## src/rtl/pipe_hazard_ctrl.sv

```systemverilog
// Five-stage pipeline sequencer: load-use stalls, taken-branch flushes, halt
// drain/park, and saturating stall/flush event counters for debug.

module pipe_hazard_srcmatch (
  input  logic [4:0] i_rs,
  input  logic       i_use,
  input  logic [4:0] i_rd,
  output logic       o_hit
);
  assign o_hit = i_use & (i_rs == i_rd);
endmodule

module pipe_hazard_satcnt #(
  parameter int W = 16
) (
  input  logic         clk,
  input  logic         clr,
  input  logic         i_inc,
  output logic [W-1:0] o_cnt
);
  logic [W-1:0] r_cnt;

  always_ff @(posedge clk or negedge clr)
    if (!clr)                    r_cnt <= '0;
    else if (i_inc && !(&r_cnt)) r_cnt <= r_cnt + 1'b1;

  assign o_cnt = r_cnt;
endmodule

module pipe_hazard_ctrl #(
  parameter int DRAIN = 3,
  parameter int CW    = 16
) (
  input  logic          clk,
  input  logic          clr,
  input  logic [4:0]    id_rn,
  input  logic [4:0]    id_rm,
  input  logic          id_use_rn,
  input  logic          id_use_rm,
  input  logic          ex_memread,
  input  logic [4:0]    ex_rd,
  input  logic          m_br_taken,
  input  logic          halt_req,
  output logic          pc_en,
  output logic          fd_en,
  output logic          fd_flush,
  output logic          dx_flush,
  output logic          xm_flush,
  output logic          halt_ack,
  output logic [CW-1:0] stall_cnt,
  output logic [CW-1:0] flush_cnt
);
  localparam int NSRC = 2;
  localparam logic [1:0] ST_RUN    = 2'd0;
  localparam logic [1:0] ST_DRAIN  = 2'd1;
  localparam logic [1:0] ST_HALTED = 2'd2;
  localparam logic [1:0] DLAST     = 2'(DRAIN - 1);

  typedef struct packed {
    logic pc_en;
    logic fd_en;
    logic fd_flush;
    logic dx_flush;
    logic xm_flush;
    logic halt_ack;
  } ctl_t;

  localparam ctl_t C_RST   = ctl_t'(6'b001110);
  localparam ctl_t C_RUN   = ctl_t'(6'b110000);
  localparam ctl_t C_STALL = ctl_t'(6'b000100);
  localparam ctl_t C_BR    = ctl_t'(6'b111110);
  localparam ctl_t C_DRN   = ctl_t'(6'b011000);
  localparam ctl_t C_HLT   = ctl_t'(6'b001111);

  logic [1:0]            r_state, w_state_nxt;
  logic [1:0]            r_dcnt, w_dcnt_nxt;
  logic [NSRC-1:0][4:0]  w_src;
  logic [NSRC-1:0]       w_use, w_hit;
  logic                  w_lu, w_stall_evt, w_br_evt;
  ctl_t                  w_ctl, w_out;

  assign w_src = {id_rm, id_rn};
  assign w_use = {id_use_rm, id_use_rn};

  for (genvar g = 0; g < NSRC; g++) begin : g_src
    pipe_hazard_srcmatch u_match (
      .i_rs  (w_src[g]),
      .i_use (w_use[g]),
      .i_rd  (ex_rd),
      .o_hit (w_hit[g])
    );
  end

  // XZR reads as zero, so a load targeting it never creates a dependency.
  assign w_lu = ex_memread & (ex_rd != 5'd31) & (|w_hit);

  always_comb begin
    w_ctl       = C_RST;
    w_state_nxt = r_state;
    w_dcnt_nxt  = r_dcnt;
    w_stall_evt = 1'b0;
    w_br_evt    = 1'b0;
    case (r_state)
      ST_RUN: begin
        if (m_br_taken) begin
          w_ctl    = C_BR;
          w_br_evt = 1'b1;
        end else if (w_lu) begin
          w_ctl       = C_STALL;
          w_stall_evt = 1'b1;
        end else if (halt_req) begin
          // F instruction is discarded here and refetched on resume.
          w_ctl       = C_DRN;
          w_state_nxt = ST_DRAIN;
          w_dcnt_nxt  = '0;
        end else begin
          w_ctl = C_RUN;
        end
      end
      ST_DRAIN: begin
        if (m_br_taken) begin
          w_ctl      = C_BR;
          w_br_evt   = 1'b1;
          w_dcnt_nxt = '0;
        end else begin
          w_ctl      = C_DRN;
          w_dcnt_nxt = r_dcnt + 2'd1;
          if (r_dcnt == DLAST) w_state_nxt = ST_HALTED;
        end
      end
      ST_HALTED: begin
        w_ctl = C_HLT;
        if (!halt_req) w_state_nxt = ST_RUN;
      end
      default: w_state_nxt = ST_RUN;
    endcase
  end

  always_ff @(posedge clk or negedge clr)
    if (!clr) begin
      r_state <= ST_RUN;
      r_dcnt  <= '0;
    end else begin
      r_state <= w_state_nxt;
      r_dcnt  <= w_dcnt_nxt;
    end

  pipe_hazard_satcnt #(.W(CW)) u_stall_cnt (
    .clk   (clk),
    .clr   (clr),
    .i_inc (w_stall_evt),
    .o_cnt (stall_cnt)
  );

  pipe_hazard_satcnt #(.W(CW)) u_flush_cnt (
    .clk   (clk),
    .clr   (clr),
    .i_inc (w_br_evt),
    .o_cnt (flush_cnt)
  );

  // Controls are held in the safe bubble pattern for as long as clr is low.
  assign w_out    = clr ? w_ctl : C_RST;
  assign pc_en    = w_out.pc_en;
  assign fd_en    = w_out.fd_en;
  assign fd_flush = w_out.fd_flush;
  assign dx_flush = w_out.dx_flush;
  assign xm_flush = w_out.xm_flush;
  assign halt_ack = w_out.halt_ack;
endmodule

```

## config.mk

```make
export PLATFORM = sky130hd
export DESIGN_NAME = pipe_hazard_ctrl
export DESIGN_NICKNAME = d
export VERILOG_FILES = /design/src/rtl/pipe_hazard_ctrl.sv
export SDC_FILE = /design/constraint.sdc
export NUM_CORES = 1
export LEC_CHECK = 0
export BUFFER_PORTS_ARGS = -buffer_cell sky130_fd_sc_hd__buf_2
export CAP_MARGIN = 20
export CORE_ASPECT_RATIO = 0.8
export CORE_UTILIZATION = 45
export DETAILED_ROUTE_END_ITERATION = 16
export HOLD_SLACK_MARGIN = 0.06
export PLACE_DENSITY = 0.82
export SLEW_MARGIN = 15
export SYNTH_ARGS = -nofsm -noshare
export SYNTH_HDL_FRONTEND = slang
export SYNTH_SLANG_ARGS = --single-unit
```

## constraint.sdc

```tcl
create_clock -name clk -period 5.7 [get_ports clk]
set_clock_uncertainty 0.15 [all_clocks]
set_input_delay 0.855 -clock clk [delete_from_list [all_inputs] [get_ports clk]]
set_output_delay 0.855 -clock clk [all_outputs]
set_load 0.01 [all_outputs]
```

Yosys cells after proc, flatten, opt, wreduce, memory -nomap -nowiden
Cells that the tools add are included.
{"block": "op_classes", "mul": 0, "magnitude_cmp": 0, "reduce_logical": 12, "div": 0, "eq_ne": 12, "n_bitwise": 4, "addsub": 3, "mux": 23, "shift": 0}
{"cell": "16-bit by 1-bit adder with 16-bit output (second input constant)", "count": 2}
{"cell": "16-bit AND reduction", "count": 2}
{"cell": "6-bit 2-to-1 mux", "count": 5}
{"cell": "2-bit 2-to-1 mux", "count": 10}
{"cell": "6-bit case mux with 3 select lines", "count": 1}
{"cell": "2-bit inequality test (second input constant)", "count": 6}
{"cell": "5-bit equality test", "count": 2}
{"cell": "2-bit case mux with 3 select lines", "count": 1}
{"cell": "6-bit AND reduction", "count": 1}
{"cell": "1-bit 2-to-1 mux", "count": 5}
{"cell": "5-bit inequality test (second input constant)", "count": 1}
{"cell": "1-bit bitwise AND", "count": 4}
{"cell": "2-bit equality test (second input constant)", "count": 2}
{"cell": "2-bit case mux with 2 select lines", "count": 1}
{"cell": "4-bit AND reduction", "count": 1}
{"cell": "2-bit OR reduction", "count": 2}
{"cell": "2-bit by 1-bit adder with 2-bit output (second input constant)", "count": 1}
{"cell": "2-bit by 1-bit equality test with 1-bit output (second input constant)", "count": 1}
{"cell": "1-bit logical AND", "count": 2}
{"cell": "1-bit logical NOT", "count": 2}
{"cell": "2-bit logical NOT", "count": 1}
{"cell": "2-bit nonzero test", "count": 1}
{"block": "word_totals", "elab_cells": 58, "mem_count": 0, "mem_bits_rw": 0, "latchBits": 0, "romBits": 0, "out_inout_bits": 38, "ff_bits": 36}

Depth between registers and ports, before layout
{"block": "depth", "depth_word": 8, "mapped_depth": 9, "depth_no_buf": 8}

By module
From an unflattened synthesis, not the netlist that was laid out.
{"block": "hier_totals", "hier_cells": 213, "area_unflattened_um2": 2222.1}
{"mod": "pipe_hazard_satcnt", "instances": 2, "cells_per_inst": 75, "seq_area_each_um2": 400.4, "area_per_inst_um2": 840.8}
{"mod": "pipe_hazard_ctrl", "instances": 1, "cells_per_inst": 49, "seq_area_each_um2": 100.1, "area_per_inst_um2": 427.9}
{"mod": "pipe_hazard_srcmatch", "instances": 2, "cells_per_inst": 7, "seq_area_each_um2": 0.0, "area_per_inst_um2": 56.3}

Worst setup path before layout
OpenSTA, ideal clock, no wires.
{"block": "synth_path", "path_type": "in2out", "from": "input port id_rm[4]", "to": "output port dx_flush", "stages": 6, "required_time_ns": 4.695, "n_path_buf": 1, "path_slack_ns": 2.809, "t_arrival_ns": 1.886, "path_cell_list": "xnor2_1 > nand4_1 > o22ai_1 > and2_1 > buf_2 > a2111o_1"}
{"block": "synth_between", "elab_chain_len": 8}
{"item": "start: declaration", "line_no": "37", "text": "input logic [4:0] id_rm,"}
{"item": "5-bit equality test", "line_no": "10", "text": "assign o_hit = i_use & (i_rs == i_rd);"}
{"item": "1-bit bitwise AND", "line_no": "10"}
{"item": "2-bit OR reduction", "line_no": "95", "text": "assign w_lu = ex_memread & (ex_rd != 5'd31) & (|w_hit);"}
{"item": "1-bit bitwise AND", "line_no": "95"}
{"item": "6-bit 2-to-1 mux", "line_no": "108", "text": "end else if (w_lu) begin"}
{"item": "6-bit 2-to-1 mux", "line_no": "105", "text": "if (m_br_taken) begin"}
{"item": "6-bit case mux with 3 select lines", "line_no": "103", "text": "case (r_state)"}
{"item": "6-bit 2-to-1 mux", "line_no": "163", "text": "assign w_out = clr ? w_ctl : C_RST;"}
{"item": "end: declaration", "line_no": "47", "text": "output logic dx_flush,"}
Every way passes these cells.

Final worst setup path
{"block": "layout_path", "from": "input port ex_rd[1]", "to": "output port fd_en"}
{"block": "layout_between", "elab_chain_len": 8}
{"item": "start: declaration", "line_no": "41", "text": "input logic [4:0] ex_rd,"}
{"item": "5-bit equality test", "line_no": "10"}
{"item": "1-bit bitwise AND", "line_no": "10"}
{"item": "2-bit OR reduction", "line_no": "95"}
{"item": "1-bit bitwise AND *", "line_no": "95"}
{"item": "6-bit 2-to-1 mux *", "line_no": "108"}
{"item": "6-bit 2-to-1 mux *", "line_no": "105"}
{"item": "6-bit case mux with 3 select lines *", "line_no": "103"}
{"item": "6-bit 2-to-1 mux *", "line_no": "163"}
{"item": "end: declaration", "line_no": "45", "text": "output logic fd_en,"}
Every way passes the cells marked *; elsewhere a longest branch is shown, timed or not.

==> flow_summary_export.csv <==
group,metric,value,unit
outcome,status,"finished, final reports clean",
clock_tree,htree_levels,2,
setup_path,timing.rr.end,"u_stall_cnt.o_cnt[8]",
finish,nNetsFinal,287,
timing,hold_viol_final,0,
timing,final-max-slew-violation-count,0,
clock_tree,clock-sinks,36,
synth,synth_seq_cells,36,
floorplanning,die_h,62.6,um
route,vias,1647,
global_route,grt_max_degree,41,
setup_path,required,4.70,ns
synth,async_reset_ff_frac,1.00,
route,top_layer_used,"met4",
global_route,grt-ovfl-total,0,
job,max-cap-violations,0,
clock_tree,cts_buffers,5,
clock_tree,cts_tree,"built",
synth,synthCells,192,
setup_path,worstPathMaxFanout,3,
finish,fin_util,0.593,
power_and_ir_drop,irDropWorstVdd,0.260,mV
power_and_ir_drop,p_leak,1.30,nW
setup_path,r2r_slack,3.24,ns
min_path,holdCritPathClass,"reg2reg",
min_path,holdPathEnd,"u_flush_cnt.o_cnt[8]",
route,drtIter0Drc,83,
clock_tree,cts-resized-gates,0,
placement,dp_hpwl,3.21,mm
synth,syn_area,2070,sq um
route,avgViaCountPerCell,5.23,
synth,synth_nets,222,
finish,drive_gt1_frac,0.322,
timing,period_minus_slack,3.19,ns
timing,setup_viol,0,
global_route,grtUsageTotal,0.198,
synth,ys_warn_count,0,
clock_tree,clock_latency,0.29,ns
setup_path,cp.arrival,2.18,ns
timing,relSlewSlack,0.673,
setup_path,r2r_start,"r_state[0]",
setup_path,crit_path_end_kind,"output pin",
route,wl_met3,210,um
floorplanning,core_area,4280,sq um
timing,tns,0,ns
route,first_pass_iters,4,
floorplanning,rows,21,
floorplanning,dieArea,4870,sq um
min_path,min_path_cells,1,
global_route,antenna_found_initial,0,
timing,max_freq,314,MHz
synth,synthFlopType,"dfrtp_1",
clock_tree,cts-root-buf,"clkbuf_8",
finish,syn2layout_area_growth,23.0,%
synth,yosysUniqueCellTypes,43,
clock_tree,cts-hold-fix-buffers,0,
placement,gp_congestion,0.808,
synth,ys_seq_area_frac,0.436,
timing,rsz0062_at_grt,"no",
clock_tree,clk_pin_slew,0.07,ns
setup_path,worst-setup-path-type,"in2out",
floorplanning,die_w,77.8,um
min_path,hp-start,"u_flush_cnt.o_cnt[8]",
route,totalWireLength,4.30,mm
power_and_ir_drop,power_density,333,nW/um^2
floorplanning,pin_count,60,
placement,io_buffer_count,59,
synth,synth_edf_count,0,
clock_tree,clockBufferDepth,2,
finish,diodes,0,
route,drc,0,
route,wl_met1,2.01,mm
timing,period_share,0.560,
route,met2_wirelength,2.01,mm
global_route,grt_pass1_vias,1615,
global_route,grt_pass1_wl,7.54,mm
synth,synth_area_per_cell,10.8,sq um
timing,worst_pin_slew,0.486,ns
clock_tree,post-cts-setup-buffers,0,
floorplanning,start_util,0.482,
route,antenna_left,0,
setup_path,start_kind,"primary input",
route,wl_per_cell,13.7,um
finish,fill_cells,385,
setup_path,r2r_cells,7,
[synth_stat cells (all sizes together), types with 3 or more instances]
cell	n	area, sq um
a21oi	4	23.8
and2	3	18.8
and3	9	66.3
dfrtp	36	901
ha	8	100
inv	6	22.5
mux2	3	37.5
nand2	17	71.3
nand2b	3	18.8
nand3	13	65.1
nand4	13	103
nor2	8	37.5
o21a	4	31.3
o21ai	4	20.0
xnor2	31	279
xor2	7	61.3
[where the power goes]
part           internal [W]  switching (W)  total (W)
registers          0.000294      0.0000457   0.000339
logic              0.000125       0.000162   0.000288
clock network      0.000129      0.0000903   0.000220
total              0.000548       0.000298   0.000847
[area by class of cell]
cell class	instances	area, sq um	share of cell area
clock buffer	5	68.8	0.0271
sequential	36	901	0.355
inverter	6	22.5	0.00886
multi-input combinational	148	1130	0.446
clock inverter	3	42.5	0.0167
tap	57	71.3	0.0281
timing repair buffer	60	303	0.119
[worst max-delay path by stage]
stage	slack, ns	start	cells after the start	end
finish	2.51	ex_rd[1]	8	fd_en
global route	2.40	ex_rd[1]	8	fd_en
CTS	2.48	ex_rd[1]	8	fd_en
detailed placement	2.49	ex_rd[1]	8	fd_en
global placement	2.53	ex_rd[4]	8	fd_en
floorplan	2.81	id_rm[4]	6	dx_flush
[state kept, by name (all words and copies together) (netlist names)]
name,cells
r_dcnt,2
r_state,2
u_flush_cnt.o_cnt,16
u_stall_cnt.o_cnt,16
[cells in the final DEF, fill, tap and decap left out, types with 2 or more instances in the layout]
cell      instances
o21a_1            3
nand2b_1          3
nor2b_1           2
xor2_1            7
nand2_1          16
and3_4            2
xnor2_1          30
nand3_1          13
clkbuf_8          5
nor2_1            7
buf_2            59
o22ai_1           2
o21ai_0           4
ha_1              8
and3_1            7
and2_1            3
nand4_1          11
a31oi_1           2
mux2_1            2
dfrtp_1          36
and4_1            2
inv_1             6
a21oi_1           3
[metal layers]
| metal | track usage | vias to the layer above |
|---|---|---|
| li1 | - | 811 |
| met3 | 0.0394 | 7 |
| met1 | 0.267 | 785 |
| met2 | 0.305 | 44 |
| met4 | 0.0920 | 0 |
| met5 | 0 | - |
[worst max-delay path, stage by stage]
cell      delay (ns)
buf_2           0.12
xnor2_1         0.21
nand4_2         0.13
o22ai_1         0.17
nand2_1         0.11
o2111a_1        0.24
a31o_2          0.21
buf_2           0.13
[through the flow]
step	std cells	setup WS [ns]	power (W)	hold slack, ns	instance area (sq um)
CTS	315	2.48	0.000853	0.340	2540
global route	315	2.40	0.000911	0.361	2540
finish	315	2.51	0.000847	0.334	2540
detailed placement	307	2.49	0.000626	0.317	2430
global placement	307	2.53	0.000614	0.310	2430
floorplan	192	2.81	0.000529	0.287	2070
[logic make-up after synthesis]
group / synth area share
buffers and inverters: 0.0157
adder cells (fa/ha/maj): 0.0485
XOR/XNOR: 0.165
flip-flops: 0.436
AO/OA/AOI/OAI: 0.0975
multiplexers: 0.0230
AND/OR/NAND/NOR: 0.214
No activity file was read; power rests on OpenSTA's default activity.
